`config.mk`:
```
export PLATFORM = sky130hd
export DESIGN_NAME = aes_key_loader
export DESIGN_NICKNAME = d
export VERILOG_FILES = /design/src/rtl/aes_key_loader.sv
export SDC_FILE = /design/constraint.sdc
export NUM_CORES = 1
export LEC_CHECK = 0
export CORE_UTILIZATION = 35
export DETAILED_ROUTE_END_ITERATION = 8
export DONT_BUFFER_PORTS = 1
export PLACE_DENSITY = 0.47
export SLEW_MARGIN = 25
export SYNTH_ARGS = -nofsm -noshare
export SYNTH_HDL_FRONTEND = slang
export SYNTH_SLANG_ARGS = --single-unit
```
`constraint.sdc`:
```
create_clock -name clk -period 1.62 [get_ports clk]
set_clock_uncertainty 0.15 [all_clocks]
set_input_delay 0.324 -clock clk [delete_from_list [all_inputs] [get_ports clk]]
set_output_delay 0.324 -clock clk [all_outputs]
set_load 0.01 [all_outputs]
```
`src/rtl/aes_key_loader.sv`:
```
// aes_key_loader: assembles a 128-bit cipher key from a word stream, issues it to the key expander and tracks completion
module aes_key_loader #(
    parameter int KEY_L    = 128,
    parameter int WORD_W   = 32,
    parameter int MAX_WAIT = 32,
    parameter int CNT_W    = 8
) (
    input  logic             clk,
    input  logic             reset,
    input  logic             s_valid,
    output logic             s_ready,
    input  logic [WORD_W-1:0] s_data,
    input  logic             s_last,
    output logic             kg_valid_in,
    output logic [KEY_L-1:0] cipher_key,
    input  logic             kg_done,
    output logic             key_ready,
    output logic             busy,
    output logic             err_len,
    output logic             err_timeout,
    output logic [CNT_W-1:0] key_count
);
    localparam int NW   = KEY_L / WORD_W;
    localparam int WC_W = $clog2(NW);
    localparam int WT_W = $clog2(MAX_WAIT + 1);

    typedef enum logic [1:0] {COLLECT, ISSUE, WAIT} state_t;

    state_t           state;
    logic [WC_W-1:0]  word_cnt;
    logic [WT_W-1:0]  wait_cnt;
    logic [KEY_L-1:0] shadow;
    logic             beat;
    logic             last_slot;

    assign s_ready   = state == COLLECT;
    assign busy      = state != COLLECT;
    assign beat      = s_valid && s_ready;
    assign last_slot = word_cnt == WC_W'(NW - 1);

    // shadow shifts left so the first word ends up most significant after NW beats
    always_ff @(posedge clk) begin
        if (reset) begin
            state       <= COLLECT;
            word_cnt    <= '0;
            wait_cnt    <= '0;
            shadow      <= '0;
            cipher_key  <= '0;
            kg_valid_in <= 1'b0;
            key_ready   <= 1'b0;
            err_len     <= 1'b0;
            err_timeout <= 1'b0;
            key_count   <= '0;
        end else begin
            kg_valid_in <= 1'b0;
            err_len     <= 1'b0;
            case (state)
                COLLECT: if (beat) begin
                    shadow <= {shadow[KEY_L-WORD_W-1:0], s_data};
                    if (word_cnt == '0) err_timeout <= 1'b0;
                    if (s_last != last_slot) begin
                        err_len  <= 1'b1;
                        word_cnt <= '0;
                    end else if (last_slot) begin
                        state       <= ISSUE;
                        word_cnt    <= '0;
                        cipher_key  <= {shadow[KEY_L-WORD_W-1:0], s_data};
                        kg_valid_in <= 1'b1;
                        key_ready   <= 1'b0;
                    end else begin
                        word_cnt <= word_cnt + 1'b1;
                    end
                end
                ISSUE: begin
                    state    <= WAIT;
                    wait_cnt <= '0;
                end
                WAIT: begin
                    wait_cnt <= wait_cnt + 1'b1;
                    // completion takes priority over a simultaneous watchdog expiry
                    if (kg_done) begin
                        key_ready <= 1'b1;
                        key_count <= key_count + 1'b1;
                        state     <= COLLECT;
                    end else if (wait_cnt == WT_W'(MAX_WAIT - 1)) begin
                        err_timeout <= 1'b1;
                        state       <= COLLECT;
                    end
                end
                default: state <= COLLECT;
            endcase
        end
    end
endmodule
```
==> flow_summary.toml, run 1 <==
[clock_network]
clockRootBuffer = "clkbuf_16"
clock_sinks = 246
path_clk_slew_ns = 0.06
cts_tree = "yes"
cts_buffer_depth = 3
cts_max_level = 1
clkLatencyLatePin_ns = 0.54
cts-buffers-inserted = 28

[die]
dieArea_mm2 = 0.0258
row_count = 57
core-area_mm2 = 0.0245
dieHeight_um = 161
initial_core_util = 0.360
io_pins = 179
die_w_um = 161

[critical_path]
crit_path_max_incr_delay_ns = 0.32
cp_top_family = "buffers and inverters"
arrival_ns = 2.14
crit_slowest_cell = "dfxtp_2"
rr_endpoint = "shadow[86]"
worstSetupStartpointType = "flop"
reg2reg_depth = 9
crit_buf_inv = 5
critPathMaxFanout = 5
cp.required_ns = 1.91
crit_chain = "inv_2 -> ha_4 -> buf_6 -> and2_4 -> buf_4 -> buf_12 -> bufbuf_16 -> nand2_1 -> a21oi_1"
cp-end-kind = "flop"
reg2reg_from = "state[1]"
r2r_setup_slack_ns = -0.23
crit_type = "flop to flop"

[synth]
yosys_warnings = 0
netlist-cell-type-count = 35
synth.avg_cell_area_um2 = 8.05
netlist_area_mm2 = 0.00880
synth_seq_area_share = 0.560
syn_nets = 1136
synth_top_area_share = 0.560
postSynthCellCount = 1092
synth.top_cells.by_area = "dfxtp_1, nand2_1, a21oi_1"
ys_seq_elements = 246
synth_top_area_cell = "dfxtp_1"

[grt]
gr-max-usage-layer = "met2"
grt_max_degree = 243
globalRoute.totalOverflow = 0
use_met2 = 0.296
grt_use_met1 = 0.292
grt_pass1_vias = 6818
grt_pass1_wl_um = 40800
grt_usage = 0.200
antenna_found_initial = 1
use_met3 = 0.0527

[layout]
final_cells = 1503
syn_to_final_growth_pct = 42.0
post-route-util = 0.511
multi_input_area_mm2 = 0.00444
diodes = 0
nets = 1206
regArea_mm2 = 0.00493
layout-drive-gt1-share = 0.334
fill_cells = 2328

[run_status]
status = "finished with violations"
violations = "negative hold slack, negative setup slack"

[min_path]
min_from = "reset"
hp-class = "input pin to flop"
min_to = "err_len"
hold_path_depth = 1

[timing]
tns_ns = -27.46
tightest_slew_ns = 0.479
max_slew_margin = 0.681
setup_ws_ns = -0.232
timing.final.crit_share = 1.14
min_period_ns = 1.85
slew_violations = 0
setup_viol = 196
hold_ws_ns = -0.284
hold_viol_final = 231
max_freq_mhz = 540
rsz0062_at_grt = "true"

[route]
vias_per_cell = 4.96
drt_wl_total_um = 27800
route.detailed.drc = 0
num_vias = 7462
wl_per_cell_um = 18.5
drt_iter0_drc = 438
ant_nets = 0
drt_first_pass_iters = 4

[pwr]
finalPower_mw = 13.1
ir_worst_vdd_v = 0.000767
p_leak_nw = 4.75
powerDensity_mw_per_mm2 = 1050

[place]
detailed_place_hpwl_um = 14800
dp.cells = 1386
gp_congestion = 0.753
place_ws_ns = -0.0660
port_buffers = 0

[job]
drv_cap = 0
## sequential cells by signal, indices dropped and copies added (netlist names)
name,flops
cipher_key,128
err_len,1
err_timeout,1
key_count,8
key_ready,1
kg_valid_in,1
shadow,96
state,2
wait_cnt,6
word_cnt,2
## worst max path at each step
| stage | from | endpoint | cells after the start |
|---|---|---|---|
| floorplan | state[1] | cipher_key[82] | 10 |
| global placement | state[1] | cipher_key[25] | 7 |
| detailed placement | state[1] | cipher_key[23] | 7 |
| CTS | state[0] | busy | 5 |
| global route | state[1] | shadow[86] | 9 |
| finish | state[1] | shadow[86] | 9 |
## cell usage in the layout, fill, tap and decap left out, types with 5 or more instances in the layout
cell,netlist,final
a21oi_2,10,97
inv_1,9,6
nand3_1,7,6
nand2_2,10,80
a21oi_1,222,135
buf_6,11,12
nand2_4,0,60
dlygate4sd3_1,0,20
dfxtp_1,246,244
buf_12,0,30
buf_16,0,11
buf_8,1,5
xor2_1,5,5
buf_4,5,31
nor2_1,15,14
nand2_1,450,320
ha_1,7,5
clkbuf_8,0,8
clkbuf_16,0,35
## metal layers
metal	up-vias	routed length [um]
li1	3683	-
met1	3553	13400
met2	188	12000
met3	36	1740
met4	2	606
met5	-	11
## layout make-up
type	count	share of cell area
clock buffer	40	0.0661
multi-input combinational	759	0.355
clock inverter	7	0.00601
sequential	246	0.394
inverter	9	0.00290
tap	324	0.0324
timing repair buffer	118	0.143
## kinds of logic (layout without fill, tap and decap cells)
family,count (synthesis),after routing,synth area share
and+or+nand+nor,498,499,0.221
DFF,246,246,0.560
AOI/OAI and AO/OA,242,242,0.145
buffers and inverters,88,174,0.0531
xor gates and xnor gates,9,9,0.00896
adders and majority gates,7,7,0.00996
muxes,2,2,0.00242
## synth_stat cells (all sizes together)
master / number
nor4: 2
nand2: 460
nand2b: 2
o21ai: 3
nor2: 15
ha: 7
dfxtp: 246
a21o: 1
nand4: 3
and3: 1
a22o: 1
a21oi: 232
a311oi: 2
buf: 36
nor3: 3
inv: 9
clkbuf: 43
xnor2: 4
a31oi: 1
xor2: 5
a2bb2oi: 1
or3: 3
nand3: 8
mux2i: 1
mux2: 1
and2: 1
o221a: 1
## through the flow
| step | hold WS (ns) | cell area [um2] |
|---|---|---|
| CTS | -0.312 | 11700 |
| detailed placement | 0.267 | 9350 |
| global placement | 0.264 | 9350 |
| floorplan | 0.282 | 8910 |
| finish | -0.284 | 12500 |
| global route | -0.307 | 12500 |
## what timing repair did
action	CTS	global route
buffers inserted	27	8
cloned	20	9
hold buffers	4	16
hold endpoints to repair	246	244
gates resized for setup	170	187
pin swaps	87	88
endpoints found under the setup margin	127	234
## worst register-to-register path, stage by stage, from the launching register on
cell       delay [ns]
dfxtp_2          0.32
inv_2            0.07
ha_4             0.15
buf_6            0.09
and2_4           0.16
buf_4            0.20
buf_12           0.15
bufbuf_16        0.26
nand2_1          0.06
a21oi_1          0.15
## power by group
part / internal (mW) / switching [mW]
sequential: 6.14 / 0.106
combinational: 0.306 / 0.322
clock: 3.67 / 2.52
Power figures use the tool's default switching activity.
==> run 2, diff against run 1 <==
--- a/config.mk
+++ b/config.mk
@@ -6,6 +6,7 @@
 export NUM_CORES = 1
 export LEC_CHECK = 0
 export CORE_UTILIZATION = 35
+export CTS_BUF_LIST = sky130_fd_sc_hd__clkbuf_4
 export DETAILED_ROUTE_END_ITERATION = 8
 export DONT_BUFFER_PORTS = 1
 export PLACE_DENSITY = 0.47
==> flow_summary.toml, run 2 (synthesized netlist as in run 1, its figures left out) <==
[run_status]
status = "finished with violations"
violations = "negative hold slack, negative setup slack"

[job]
drv_cap = 0

[layout]
syn_to_final_growth_pct = 61.4
layout.cells.most_common = "dfxtp_1"
layout-drive-gt1-share = 0.560
max_flop_register = "cipher_key"
final_cell_mix = "dfxtp_1, nand2_1, a21oi_2"
nets = 1274
largest_reg_flops = 128
top_regs = "cipher_key x128, shadow x96, key_count x8"

[die]
row_count = 57
dieArea_mm2 = 0.0258
initial_core_util = 0.360
io_pins = 179
dieHeight_um = 161
core-area_mm2 = 0.0245
die_w_um = 161

[timing]
slew_violations = 0
hold_ws_ns = -0.391
min_period_ns = 1.95
max_freq_mhz = 514
setup_viol = 230
tns_ns = -38.85
rsz0062_at_grt = "true"
max_slew_margin = 0.294
tightest_slew_ns = 1.06
timing.final.crit_share = 1.20
hold_viol_final = 146
setup_ws_ns = -0.325

[grt]
antenna_found_initial = 2
grt_max_degree = 243
grt_pass1_vias = 7329
grt_usage = 0.211
grt_pass1_wl_um = 42300
globalRoute.totalOverflow = 0

[pwr]
p_leak_nw = 5.55
powerDensity_mw_per_mm2 = 924
ir_worst_vdd_v = 0.000549

[min_path]
min_from = "reset"
hold_path_depth = 1
min_to = "err_len"
hp-class = "input pin to flop"

[route]
vias_per_cell = 4.98
drt_wl_total_um = 30000
drt_iter0_drc = 373
drt_first_pass_iters = 4
num_vias = 7973
wl_per_cell_um = 18.8
route.detailed.drc = 0
ant_nets = 0

[critical_path]
reg2reg_depth = 11
cp-end-kind = "output pin"
critPathMaxFanout = 6
crit_type = "flop to output pin"
rr_endpoint = "cipher_key[123]"
r2r_setup_slack_ns = -0.27
reg2reg_from = "state[1]"
cp.required_ns = 1.15
worstSetupStartpointType = "flop"
arrival_ns = 1.47

[clock_network]
clkLatencyLatePin_ns = 0.66
cts_max_level = 3
cts_buffer_depth = 3
clock_sinks = 246
clockRootBuffer = "clkbuf_4"
path_clk_slew_ns = 0.06
cts-buffers-inserted = 72
cts_tree = "yes"

[place]
detailed_place_hpwl_um = 14800
port_buffers = 0
gp_congestion = 0.753
## run 2: worst max-delay path by stage
stage	startpoint	endpoint	cells after the start
2_1_floorplan	state[1]	cipher_key[82]	10
3_3_place_gp	state[1]	cipher_key[25]	7
3_5_place_dp	state[1]	cipher_key[23]	7
4_1_cts	state[0]	busy	5
5_1_grt	state[0]	busy	5
6_report	state[1]	busy	5
## run 2: routing by layer
layer  up-vias  wire length, um  global-route usage
met5         -               11                   0
met4         2              745              0.0602
met3        54             2120              0.0746
met2       242            13300               0.303
met1      3787            13900               0.296
li1       3888                -                   -
## run 2: stage by stage
stage | power [mW] | cells | worst slack (ns) | util | instance area (um2)
2_1_floorplan | 6.67 | 1092 | -0.0308 | - | 8910
3_3_place_gp | 6.75 | 1386 | -0.0387 | 0.382 | 9350
3_5_place_dp | 6.75 | 1386 | -0.0660 | 0.382 | 9350
4_1_cts | 12.8 | 1561 | -0.388 | 0.487 | 11900
5_1_grt | 13.7 | 1601 | -0.414 | 0.580 | 14200
6_report | 13.1 | 1601 | -0.325 | 0.580 | 14200
## run 2: where the power goes
group / internal, mW / switching [mW] / leakage, nW
clock network: 3.24 / 2.64 / 0.528
registers: 6.14 / 0.134 / 2.01
logic: 0.483 / 0.486 / 3.02
## run 2: critical path: stages (launching register included)
cell     delay, ns
dfxtp_2       0.33
inv_2         0.05
ha_4          0.16
buf_8         0.14
inv_4         0.05
buf_6         0.09
## run 2: layout make-up
class	count	area [um2]
Tap cell	324	405
Multi-Input combinational cell	759	5590
Antenna cell	1	2.50
Timing Repair Buffer	142	2290
Fill cell	2178	10300
Clock buffer	104	781
Clock inverter	16	121
Sequential cell	246	4960
Inverter	9	36.3
## run 2: what timing repair did
action                     CTS  global route
pin swaps                   75           160
setup endpoints to repair  155           255
gates resized for setup    224           517
gates cloned                25            15
setup buffers               28            17
hold endpoints to repair   246           246
hold buffers                 2            20
